## src/rtl/traffic_pkg.sv

```systemverilog
// Shared lamp-phase and fault-code definitions for the
// traffic light controller, its monitor and the bench.
package traffic_pkg;

  typedef enum logic [1:0] {
    PH_UNK = 2'b00,
    PH_RED = 2'b01,
    PH_GRN = 2'b10,
    PH_YEL = 2'b11
  } phase_e;

  localparam logic [2:0] FC_NONE = 3'd0;
  localparam logic [2:0] FC_ENC  = 3'd1;
  localparam logic [2:0] FC_CONF = 3'd2;
  localparam logic [2:0] FC_SEQ  = 3'd3;
  localparam logic [2:0] FC_SGRN = 3'd4;
  localparam logic [2:0] FC_SYEL = 3'd5;

  // One-hot lamp sample to phase; anything else is UNK.
  function automatic phase_e lamp_decode(
    input logic r,
    input logic y,
    input logic g
  );
    phase_e p;
    p = PH_UNK;
    unique case ({r, y, g})
      3'b100:  p = PH_RED;
      3'b001:  p = PH_GRN;
      3'b010:  p = PH_YEL;
      default: p = PH_UNK;
    endcase
    return p;
  endfunction

  // The only phase a direction may legally move to next.
  function automatic phase_e next_phase(input phase_e p);
    phase_e n;
    n = PH_UNK;
    unique case (p)
      PH_RED:  n = PH_GRN;
      PH_GRN:  n = PH_YEL;
      PH_YEL:  n = PH_RED;
      default: n = PH_UNK;
    endcase
    return n;
  endfunction

endpackage

```

## src/rtl/light_dir_mon.sv

```systemverilog
// One direction of the lamp monitor: decode, phase FSM,
// dwell counter, fault candidates and completion strobe.
module light_dir_mon
  import traffic_pkg::*;
#(
  parameter int MIN_GREEN  = 4,
  parameter int MIN_YELLOW = 2,
  parameter int CNT_W      = 8
) (
  input  logic   clk,
  input  logic   rst,
  input  logic   r_i,
  input  logic   y_i,
  input  logic   g_i,
  output phase_e phase_o,
  output phase_e samp_o,
  output logic   enc_o,
  output logic   seq_o,
  output logic   sg_o,
  output logic   sy_o,
  output logic   done_o
);

  localparam logic [CNT_W-1:0] MG  = CNT_W'(MIN_GREEN);
  localparam logic [CNT_W-1:0] MY  = CNT_W'(MIN_YELLOW);
  localparam logic [CNT_W-1:0] ONE = CNT_W'(1);
  localparam logic [CNT_W-1:0] MAX = {CNT_W{1'b1}};

  phase_e           phase_q, phase_d;
  phase_e           samp;
  logic [CNT_W-1:0] dwell_q, dwell_d;
  logic             part_q, part_d;
  logic             gfull_q, gfull_d;
  logic             done_q, done_d;
  logic             enc, seq, sg, sy;

  // Phase tracking: partial phases skip dwell checks;
  // gfull remembers that the current yellow followed a
  // fully observed green.
  always_comb begin
    samp    = lamp_decode(r_i, y_i, g_i);
    phase_d = phase_q;
    dwell_d = dwell_q;
    part_d  = part_q;
    gfull_d = gfull_q;
    done_d  = 1'b0;
    enc     = 1'b0;
    seq     = 1'b0;
    sg      = 1'b0;
    sy      = 1'b0;
    if (samp == PH_UNK) begin
      enc     = 1'b1;
      phase_d = PH_UNK;
      dwell_d = '0;
      part_d  = 1'b1;
      gfull_d = 1'b0;
    end else if (phase_q == PH_UNK) begin
      phase_d = samp;
      dwell_d = ONE;
      part_d  = 1'b1;
      gfull_d = 1'b0;
    end else if (samp == phase_q) begin
      if (dwell_q != MAX)
        dwell_d = dwell_q + 1'b1;
    end else if (samp == next_phase(phase_q)) begin
      phase_d = samp;
      dwell_d = ONE;
      part_d  = 1'b0;
      gfull_d = 1'b0;
      if (phase_q == PH_GRN) begin
        sg      = !part_q && (dwell_q < MG);
        gfull_d = !part_q;
      end
      if (phase_q == PH_YEL) begin
        sy     = !part_q && (dwell_q < MY);
        done_d = !sy && !part_q && gfull_q;
      end
    end else begin
      seq     = 1'b1;
      phase_d = samp;
      dwell_d = ONE;
      part_d  = 1'b1;
      gfull_d = 1'b0;
    end
  end

  // State register; reset discards all tracking.
  always_ff @(posedge clk) begin
    if (rst) begin
      phase_q <= PH_UNK;
      dwell_q <= '0;
      part_q  <= 1'b1;
      gfull_q <= 1'b0;
      done_q  <= 1'b0;
    end else begin
      phase_q <= phase_d;
      dwell_q <= dwell_d;
      part_q  <= part_d;
      gfull_q <= gfull_d;
      done_q  <= done_d;
    end
  end

  assign phase_o = phase_q;
  assign samp_o  = samp;
  assign enc_o   = enc;
  assign seq_o   = seq;
  assign sg_o    = sg;
  assign sy_o    = sy;
  assign done_o  = done_q;

endmodule

```

## src/rtl/traffic_light_monitor.sv

```systemverilog
// Two-direction lamp protocol monitor: conflict check,
// fault priority and sticky first-fault capture.
module traffic_light_monitor
  import traffic_pkg::*;
#(
  parameter int MIN_GREEN  = 4,
  parameter int MIN_YELLOW = 2,
  parameter int CNT_W      = 8
) (
  input  logic       clk,
  input  logic       rst,
  input  logic       clr,
  input  logic       r0,
  input  logic       y0,
  input  logic       g0,
  input  logic       r1,
  input  logic       y1,
  input  logic       g1,
  output logic [1:0] phase0,
  output logic [1:0] phase1,
  output logic       fault,
  output logic [2:0] fault_code,
  output logic       fault_dir,
  output logic       done0,
  output logic       done1
);

  phase_e     ph0, ph1, s0, s1;
  logic       enc0, seq0, sg0, sy0;
  logic       enc1, seq1, sg1, sy1;
  logic       conf;
  logic       new_f;
  logic [2:0] new_code;
  logic       new_dir;
  logic       fault_q, fault_d;
  logic [2:0] code_q, code_d;
  logic       dir_q, dir_d;

  light_dir_mon #(
    .MIN_GREEN (MIN_GREEN),
    .MIN_YELLOW(MIN_YELLOW),
    .CNT_W     (CNT_W)
  ) u_dir0 (
    .clk    (clk),
    .rst    (rst),
    .r_i    (r0),
    .y_i    (y0),
    .g_i    (g0),
    .phase_o(ph0),
    .samp_o (s0),
    .enc_o  (enc0),
    .seq_o  (seq0),
    .sg_o   (sg0),
    .sy_o   (sy0),
    .done_o (done0)
  );

  light_dir_mon #(
    .MIN_GREEN (MIN_GREEN),
    .MIN_YELLOW(MIN_YELLOW),
    .CNT_W     (CNT_W)
  ) u_dir1 (
    .clk    (clk),
    .rst    (rst),
    .r_i    (r1),
    .y_i    (y1),
    .g_i    (g1),
    .phase_o(ph1),
    .samp_o (s1),
    .enc_o  (enc1),
    .seq_o  (seq1),
    .sg_o   (sg1),
    .sy_o   (sy1),
    .done_o (done1)
  );

  assign conf = (s0 != PH_UNK) && (s1 != PH_UNK)
             && (s0 != PH_RED) && (s1 != PH_RED);

  // Lowest code wins; direction 0 wins a tie.
  always_comb begin
    new_f    = 1'b1;
    new_code = FC_NONE;
    new_dir  = 1'b0;
    if (enc0)      new_code = FC_ENC;
    else if (enc1) begin new_code = FC_ENC;  new_dir = 1'b1; end
    else if (conf) new_code = FC_CONF;
    else if (seq0) new_code = FC_SEQ;
    else if (seq1) begin new_code = FC_SEQ;  new_dir = 1'b1; end
    else if (sg0)  new_code = FC_SGRN;
    else if (sg1)  begin new_code = FC_SGRN; new_dir = 1'b1; end
    else if (sy0)  new_code = FC_SYEL;
    else if (sy1)  begin new_code = FC_SYEL; new_dir = 1'b1; end
    else           new_f = 1'b0;
  end

  // Clear first, then a fault this cycle can still latch.
  always_comb begin
    fault_d = fault_q;
    code_d  = code_q;
    dir_d   = dir_q;
    if (clr) begin
      fault_d = 1'b0;
      code_d  = FC_NONE;
      dir_d   = 1'b0;
    end
    if (!fault_d && new_f) begin
      fault_d = 1'b1;
      code_d  = new_code;
      dir_d   = new_dir;
    end
  end

  // Sticky first-fault registers.
  always_ff @(posedge clk) begin
    if (rst) begin
      fault_q <= 1'b0;
      code_q  <= FC_NONE;
      dir_q   <= 1'b0;
    end else begin
      fault_q <= fault_d;
      code_q  <= code_d;
      dir_q   <= dir_d;
    end
  end

  assign phase0     = ph0;
  assign phase1     = ph1;
  assign fault      = fault_q;
  assign fault_code = code_q;
  assign fault_dir  = dir_q;

endmodule

```

## config.mk

```make
export PLATFORM = sky130hd
export DESIGN_NAME = traffic_light_monitor
export DESIGN_NICKNAME = d
export VERILOG_FILES = /design/src/rtl/traffic_pkg.sv /design/src/rtl/light_dir_mon.sv /design/src/rtl/traffic_light_monitor.sv
export SDC_FILE = /design/constraint.sdc
export NUM_CORES = 1
export LEC_CHECK = 0
export CAP_MARGIN = 20
export CORE_ASPECT_RATIO = 0.9
export CORE_MARGIN = 2
export CORE_UTILIZATION = 30
export DETAILED_ROUTE_END_ITERATION = 8
export MAX_ROUTING_LAYER = met4
export PLACE_DENSITY_LB_ADDON = 0.2
export SYNTH_ARGS = -nofsm -noshare
export SYNTH_HDL_FRONTEND = slang
export SYNTH_SLANG_ARGS = --single-unit
export TNS_END_PERCENT = 20
```

## constraint.sdc

```tcl
create_clock -name clk -period 3.05 [get_ports clk]
set_clock_uncertainty 0.05 [all_clocks]
set_input_delay 0.305 -clock clk [delete_from_list [all_inputs] [get_ports clk]]
set_output_delay 0.305 -clock clk [all_outputs]
set_load 0.05 [all_outputs]
```

== Word level (Yosys, flattened, before mapping) ==
Index checks and enable logic that the tools add are counted.
W data, S select, Z words.

* Register bits: 31
* Output and inout bits: 11
* Logic and storage cells: 169
* Input bits: 9

* Reduce and logical (&&, ||, !) cells: 32
* Magnitude comparators: 4
* Bitwise operators: 6
* Equality and inequality tests: 24
* $add $sub $neg: 2
* Muxes and demuxes: 86

{| class="wikitable"
|+ Operator list
! cell !! count
|-
| $mux W1 || 61
|-
| $mux W3 || 11
|-
| $pmux W2 S3 || 4
|-
| $mux W2 || 10
|-
| $add A8 B1 Y8 const B || 2
|-
| $lt A8 B2 Y1 const B || 2
|-
| $lt A8 B3 Y1 const B || 2
|-
| $ne A8 B8 Y1 const B || 2
|-
| $logic_and A1 B1 Y1 || 12
|-
| $reduce_or A6 Y1 || 2
|-
| $eq A2 B2 Y1 || 4
|-
| $eq A2 B2 Y1 const B || 4
|-
| $logic_not A2 Y1 || 4
|-
| $ne A2 B1 Y1 const B || 4
|-
| $reduce_or A4 Y1 || 2
|-
| $eq A3 B1 Y1 const B || 2
|-
| $eq A3 B2 Y1 const B || 2
|-
| $eq A3 B3 Y1 const B || 2
|-
| $ne A3 B2 Y1 const B || 2
|-
| $not A1 Y1 || 6
|-
| $reduce_bool A2 Y1 || 3
|-
| $reduce_or A3 Y1 || 2
|-
| $logic_not A1 Y1 || 5
|-
| $eq A2 B1 Y1 const B || 2
|-
| $reduce_or A2 Y1 || 2
|}

== Depth between registers and ports, before layout ==
Gate-level depths: netlist of the first run.

* Depth in word-level cells: 22
* Gate-level depth with buffers: 9
* Mapped depth without buffers: 9

== Hierarchy ==
From an unflattened synthesis of the first run, not the netlist that was laid out.

* Cell total of the unflattened synthesis: 248
* Area total of the unflattened synthesis: 2159.6 um^2

{| class="wikitable"
|+ Modules (own cells, without submodules)
! module !! times used !! seq. area each (um^2) !! cells each !! area an instance (um^2)
|-
| light_dir_mon (u_dir1) || 1 || 260.2 || 105 || 948.4
|-
| light_dir_mon (u_dir0) || 1 || 260.2 || 107 || 915.9
|-
| traffic_light_monitor || 1 || 100.1 || 36 || 295.3
|}

== Worst setup path before layout of the first run ==
No wires, ideal clock.

* Kind: flip-flop to flip-flop
* Start point: register u_dir0.phase_q[1], in the netlist u_dir0.phase_o[1]
* End point: register code_q[0], in the netlist fault_code[0]
* Path slack: 33 ps
* Stages on the path, launching flop included: 10
* Period minus slack after synthesis: 3017 ps
* Required time: 2879 ps
* Data arrival time: 2846 ps
* Setup time: 121 ps
* Buffers on the path: 0
* Cells stage by stage: dfxtp_1 -> inv_1 -> ha_1 -> or3b_2 -> o2bb2ai_1 -> a211oi_2 -> or4_4 -> and3b_4 -> a21oi_1 -> o2bb2ai_1

* Longest elaborated chain between the ends: 20
* Elaborated cells on any way between the ends: 43
* Those cells by class: eq/ne (5); mux (35); reduce/logical (3)

{| class="wikitable"
|+ RTL lines
! item !! line !! source
|-
| start, declared || light_dir_mon.sv:29 || <nowiki>phase_e phase_q, phase_d;</nowiki>
|-
| start signal, assigned || light_dir_mon.sv:96 || <nowiki>phase_q <= phase_d;</nowiki>
|-
| $eq A2 B2 Y1, or another cell as far along || traffic_pkg.sv:40, light_dir_mon.sv:74 ||
|-
| $pmux W2 S3 || traffic_pkg.sv:40 || <nowiki>unique case (p)</nowiki>
|-
| $mux W2 || light_dir_mon.sv:62 || <nowiki>end else if (samp == phase_q) begin</nowiki>
|-
| $mux W2 || light_dir_mon.sv:57 || <nowiki>end else if (phase_q == PH_UNK) begin</nowiki>
|-
| $mux W2 || light_dir_mon.sv:51 || <nowiki>if (samp == PH_UNK) begin</nowiki>
|-
| $eq A2 B2 Y1 || light_dir_mon.sv:65 || <nowiki>end else if (samp == next_phase(phase_q)) begin</nowiki>
|-
| $mux W1 || light_dir_mon.sv:65 ||
|-
| $mux W1 || light_dir_mon.sv:62 ||
|-
| (+4 left out) || - ||
|-
| $mux W1 || traffic_light_monitor.sv:90 || <nowiki>else if (sg0) new_code = FC_SGRN;</nowiki>
|-
| $mux W1 || traffic_light_monitor.sv:89 || <nowiki>else if (seq1) begin new_code = FC_SEQ; new_dir = 1'b1; end</nowiki>
|-
| $mux W1 || traffic_light_monitor.sv:88 || <nowiki>else if (seq0) new_code = FC_SEQ;</nowiki>
|-
| $mux W1 || traffic_light_monitor.sv:87 || <nowiki>else if (conf) new_code = FC_CONF;</nowiki>
|-
| $mux W1 || traffic_light_monitor.sv:86 || <nowiki>else if (enc1) begin new_code = FC_ENC; new_dir = 1'b1; end</nowiki>
|-
| $mux W1 || traffic_light_monitor.sv:85 || <nowiki>if (enc0) new_code = FC_ENC;</nowiki>
|-
| $logic_and A1 B1 Y1 || traffic_light_monitor.sv:107 || <nowiki>if (!fault_d && new_f) begin</nowiki>
|-
| $mux W3 / $reduce_bool A2 Y1 (equally long branches) || - ||
|-
| end signal, assigned || traffic_light_monitor.sv:122 || <nowiki>code_q <= code_d;</nowiki>
|-
| end, declared || traffic_light_monitor.sv:36 || <nowiki>logic [2:0] code_q, code_d;</nowiki>
|}

Several ways; a longest one is shown, not always the timed one. The select of a mux whose other input is x is not followed.
A chain may end at the register's enable or synchronous reset.

== Worst setup path after layout of the first run ==
* Start point: register u_dir0.phase_q[0], in the netlist u_dir0.phase_o[0]
* End point: register code_q[0], in the netlist fault_code[0]

Same word-level chain as after synthesis.

==> results.ini, run 1 <==
[power_and_ir_drop]
p_leak_uw=0.000869
power.share.clock_pct=36.8
seq_power_share_pct=42.8
power_density_mw_per_mm2=405
power_frac_comb_pct=20.5
sw_frac_of_total_pct=28.9
switchingPower_uw=286
intPower_uw=704
ir_drop_v=0.000131

[cells_and_area]
layout_commonest_cell=dfxtp_1
fillCellCount=684
final_layout_size_suffix_gt1_share_pct=10.5
area_delta_synth_final_pct=20.9
nets=293
design_area_sq_mm=0.00245
fin_cells=367
final_cell_mix=dfxtp_1 (31), nor2_1 (29), clkdlybuf4s50_1 (19)
diodes=0

[synthesis]
ys_seq_area_share_pct=30.6
postSynthCellCount=250
synthArstFlopShare_pct=0
ys_ff_latch=31
yosysWarningCount=0
avgSynthCellArea_sq_um=8.10
synth-edff-count=0
synth_flop_cell=dfxtp_1
synth_cell_type_count=55
syn-cell-area_sq_mm=0.00203
syn_nets=267

[sta]
rsz0062_at_grt=no
slew_headroom_pct=59.2
fmax_ghz=0.350
hold_viol=0
fin_crit_ns=2.86
timing.final.crit_share_pct=93.7
final_max_slew_viol_count=0
setup_ws_ns=0.194
setup_violations=0
tightest_slew_ns=0.596
setup_tns_ns=0

[run]
cap_violations=0

[critical_path]
crit_type=flip-flop to flip-flop
crit_buf_inv=1
cp_max_fo=7
required_ns=3.17
crit_slowest_cell=or4_4
critPathArrivalTime_ns=2.97
path_cells=inv_1, ha_1, or3b_2, o2bb2ai_1, a211oi_2, or4_4, and3b_4, a21oi_1, o2bb2ai_1
start_kind=flip-flop
cp-end-kind=flip-flop
critPathMaxStageDelay_ns=0.51
crit_path_frequent_cell=o2bb2ai_1
critPathTopFamily=simple AND/OR/NAND/NOR gates

[cts]
cts.reportedPaths.clkPinSlew_ns=0.07
cts_sinks=31
clock_path_buffers=2
clockRootBuffer=clkbuf_8
htree_levels=2
cts_hold_buf=0
cts_made_buffers=5
clk_latency_ns=0.28
cts_tree=built

[global_route]
grt_pass1_vias=1613
grt-ovfl-total=0
grt_use_total_pct=13.9
grt_max_degree=17
grt_pass1_wl_microns=7980
antenna_found_initial=0

[placement]
gp_congestion=0.873
place_area_sq_mm=0.00234
dp_hpwl_microns=3490
place_inst=359
io_buffer_count=19
dp_slack_ns=0.0576

[detailed_routing]
routed_wl_microns=4680
drt_iter0_markers=76
first_pass_iters=4
postRouteAntennaNets=0
detail_route.wl_per_cell_microns=12.8
vias=1843
drc=0
via_per_inst=5.02

[floorplanning]
chipHeight_microns=82.0
ios=20
die_area_sq_mm=0.00743
core_area_sq_mm=0.00655
start_util_pct=30.9
die_x_microns=90.6
rows=28

[min_path]
hold_class=flip-flop to flip-flop

[outcome]
status=finished, final reports clean

## Yosys cell counts (4+ instances only)
| cell type | number | area, sq um |
|---|---|---|
| clkbuf_1 | 4 | 15.0 |
| nand2b_1 | 4 | 25.0 |
| and3_1 | 7 | 43.8 |
| nor2_1 | 29 | 109 |
| o2bb2ai_1 | 4 | 35.0 |
| mux2i_1 | 4 | 40.0 |
| dfxtp_1 | 31 | 621 |
| nor3_1 | 15 | 75.1 |
| o21ai_0 | 10 | 50.1 |
| nor2b_1 | 6 | 37.5 |
| a211oi_1 | 8 | 60.1 |
| nor4_1 | 6 | 37.5 |
| xnor2_1 | 4 | 35.0 |
| xor2_1 | 9 | 78.8 |
| a21oi_1 | 11 | 55.1 |
| nor3b_1 | 4 | 30.0 |
| or3b_1 | 4 | 35.0 |
| nand3_1 | 15 | 75.1 |
| ha_1 | 8 | 100 |
| inv_1 | 7 | 26.3 |
| nand2_1 | 13 | 48.8 |
## cells by family (layout without fill, tap and decap cells)
kind of cell | after synthesis | count (layout) | share of synthesized area [%]
compound gates | 54 | 54 | 18.8
xor+xnor | 13 | 13 | 5.62
simple gates | 123 | 123 | 33.5
flops | 31 | 31 | 30.6
mux | 4 | 4 | 1.98
buf+inv | 16 | 43 | 4.01
fa+ha+maj | 9 | 9 | 5.44
## worst min-delay path: stages, from the launching register on
cell and delay, ns:
dfxtp_1 0.31, nand2_1 0.05, nor4_1 0.04
## path summary, 6_finish.rpt
path,cells past startpoint,start,endpoint,slack [ns]
hold reg to reg,2,u_dir0.gfull_q$_SDFFE_PP0P_,u_dir0.done_o$_SDFF_PP0_,0.40
setup / recovery,9,u_dir0.phase_o[0]$_SDFFE_PP0P_,fault_code[0]$_SDFFE_PP0P_,0.19
hold / removal,2,u_dir0.gfull_q$_SDFFE_PP0P_,u_dir0.done_o$_SDFF_PP0_,0.40
setup reg to reg,9,u_dir0.phase_o[0]$_SDFFE_PP0P_,fault_code[0]$_SDFFE_PP0P_,0.19
## power groups by stage
stage | clock (uW) | sequential [uW] | combinational [uW]
after CTS | 380 | 423 | 203
after global routing | 396 | 425 | 224
after floorplan | 0 | 458 | 117
after detailed placement | 0 | 432 | 201
final | 364 | 423 | 203
after global placement | 0 | 432 | 203
## state kept, by name, summed over array words and instances, names as in the netlist
signal          flops
fault               1
fault_code          3
fault_dir           1
u_dir0.done_o       1
u_dir0.dwell_q      8
u_dir0.gfull_q      1
u_dir0.part_q       1
u_dir0.phase_o      2
u_dir1.done_o       1
u_dir1.dwell_q      8
u_dir1.gfull_q      1
u_dir1.part_q       1
u_dir1.phase_o      2
## layer usage
layer  up-vias  track usage, %  wire length (microns)
met1       819            19.0                   2620
li1        981               -                      -
met4         0            6.00                     89
met2        35            19.6                   1770
met5         -               -                      0
met3         8            3.12                    201
## layout make-up
cell class	instances	area [sq um]	area share [%]
tap	90	113	4.60
sequential	31	621	25.3
inverter	7	26.3	1.07
clock buffer	8	100	4.09
multi-input combinational	203	1330	54.4
timing repair buffer	28	258	10.5
## metrics by stage
stage                     hold WS [ns]  total power, uW  utilization, %
after floorplan                  0.365              574               -
final                            0.395              990            37.4
after global routing             0.409             1040            37.4
after global placement           0.390              635            35.7
after detailed placement         0.388              634            35.7
after CTS                        0.400             1010            37.3
## timing repair
item	in CTS	in global routing
buffers inserted	0	0
setup endpoints to repair	0	3
resized for setup	0	1
hold endpoints to repair	0	0
Power figures use the tool's default switching activity.
==> run 2: changes to the inputs <==
--- a/config.mk
+++ b/config.mk
@@ -11,7 +11,6 @@
 export CORE_UTILIZATION = 30
 export DETAILED_ROUTE_END_ITERATION = 8
 export MAX_ROUTING_LAYER = met4
-export PLACE_DENSITY_LB_ADDON = 0.2
 export SYNTH_ARGS = -nofsm -noshare
 export SYNTH_HDL_FRONTEND = slang
 export SYNTH_SLANG_ARGS = --single-unit
==> constraint.sdc (replaced) <==
create_clock -name clk -period 3.3 [get_ports clk]
set_clock_uncertainty 0.05 [all_clocks]
set_input_delay 0.33 -clock clk [delete_from_list [all_inputs] [get_ports clk]]
set_output_delay 0.33 -clock clk [all_outputs]
set_load 0.05 [all_outputs]
==> run 2 against run 1 <==
  * Global-route usage decreased by 0.87 points
  * Critical path type unchanged
  * Core utilization decreased by 0.74 points
  * Cell area decreased by 2.0%
  * Total power decreased by 13%
==> results.ini, run 2 (same netlist as run 1, synthesis figures left out) <==
[floorplanning]
ios=20
core_area_sq_mm=0.00655
die_area_sq_mm=0.00743
die_x_microns=90.6
chipHeight_microns=82.0
start_util_pct=30.9
rows=28

[cts]
clockRootBuffer=clkbuf_8
cts_resized=0
cts_made_buffers=5
clk_latency_ns=0.28
htree_levels=2
cts.reportedPaths.clkPinSlew_ns=0.07
cts_tree=built
cts_hold_buf=0
clock_path_buffers=2
cts_setup_buffers=0
cts_sinks=31

[detailed_routing]
drc=0
drt_iter0_markers=72
postRouteAntennaNets=0
detail_route.wl_per_cell_microns=12.5
via_per_inst=5.08
routed_wl_microns=4550
first_pass_iters=4
vias=1850

[min_path]
whs_path_depth=2
hold_class=flip-flop to flip-flop

[critical_path]
cp_max_fo=7
crit_type=flip-flop to flip-flop
required_ns=3.42
start_kind=flip-flop
reg2reg_depth=9
critPathArrivalTime_ns=3.01
cp-end-kind=flip-flop

[cells_and_area]
diodes=0
area_delta_synth_final_pct=18.5
fin_cells=364
design_area_sq_mm=0.00240
layout_commonest_cell=dfxtp_1
final_cell_mix=dfxtp_1 (31), nor2_1 (29), clkdlybuf4s50_1 (19)
fillCellCount=691
final_layout_size_suffix_gt1_share_pct=8.76
final_util_pct=36.6
nets=290

[global_route]
grt_use_total_pct=13.0
grt-ovfl-total=0
grt_max_degree=17
grt_pass1_wl_microns=7710
grt_pass1_vias=1662
antenna_found_initial=0

[placement]
dp_hpwl_microns=3390
io_buffer_count=19
dp_slack_ns=0.324
gp_congestion=0.831
place_inst=356
place_area_sq_mm=0.00232

[sta]
setup_ws_ns=0.406
setup_violations=0
timing.final.crit_share_pct=87.7
rsz0062_at_grt=no
tightest_slew_ns=0.626
fin_crit_ns=2.89
hold_viol=0
setup_tns_ns=0
final_max_slew_viol_count=0
fmax_ghz=0.346
slew_headroom_pct=57.2

[run]
cap_violations=0

[power_and_ir_drop]
ir_drop_v=0.000133
p_leak_uw=0.000839
power_density_mw_per_mm2=360

[outcome]
status=finished, final reports clean

[run 2: changes by cell type in the layout (fill, tap and decap cells not counted), sizes merged]
cell    before  now
buf          9    6
clkinv       0    1
clkbuf       8    7
[run 2: report_power, final]
group | leakage (uW) | switching, uW | internal (uW)
registers | 0.000252 | 10.2 | 383
logic | 0.000545 | 107 | 74.5
clock network | 0.0000422 | 141 | 148
total | 0.000839 | 258 | 606
[run 2: per-stage QoR]
step	hold WS (ns)	total power, uW
floorplan	0.365	531
global placement	0.383	582
detailed placement	0.390	582
CTS	0.404	874
global route	0.444	910
finish	0.403	864
[run 2: final cells by class]
| type | instances | area, sq um | area share [%] |
|---|---|---|---|
| well taps | 90 | 113 | 4.69 |
| repair buffers | 25 | 235 | 9.80 |
| flip-flops and latches | 31 | 621 | 25.9 |
| clock inverters | 1 | 5.00 | 0.209 |
| clock buffers | 7 | 76.3 | 3.18 |
| multi-input cells | 203 | 1320 | 55.2 |
| inverters | 7 | 26.3 | 1.09 |
[run 2: path summary, 6_finish.rpt]
check	endpoint	startpoint	slack [ns]
max reg2reg	fault_code[0]$_SDFFE_PP0P_	u_dir0.phase_o[0]$_SDFFE_PP0P_	0.41
min	u_dir0.done_o$_SDFF_PP0_	u_dir0.gfull_q$_SDFFE_PP0P_	0.40
min reg2reg	u_dir0.done_o$_SDFF_PP0_	u_dir0.gfull_q$_SDFFE_PP0P_	0.40
max	fault_code[0]$_SDFFE_PP0P_	u_dir0.phase_o[0]$_SDFFE_PP0P_	0.41
[run 2: critical path: stages, from the launching register on]
cell	delay, ns
dfxtp_1	0.50
inv_1	0.13
ha_1	0.35
or3b_2	0.44
o2bb2ai_1	0.18
a211oi_2	0.10
o41ai_1	0.47
and3b_4	0.29
a21oi_1	0.18
o2bb2ai_1	0.09
[run 2: layer usage]
metal  global-route usage (%)  vias to the layer above  wire [microns]
met4                     5.85                        0             106
met5                        -                        -               0
met2                     18.1                       47            1790
met3                     2.48                       10             201
li1                         -                      973               -
met1                     18.2                      820            2450
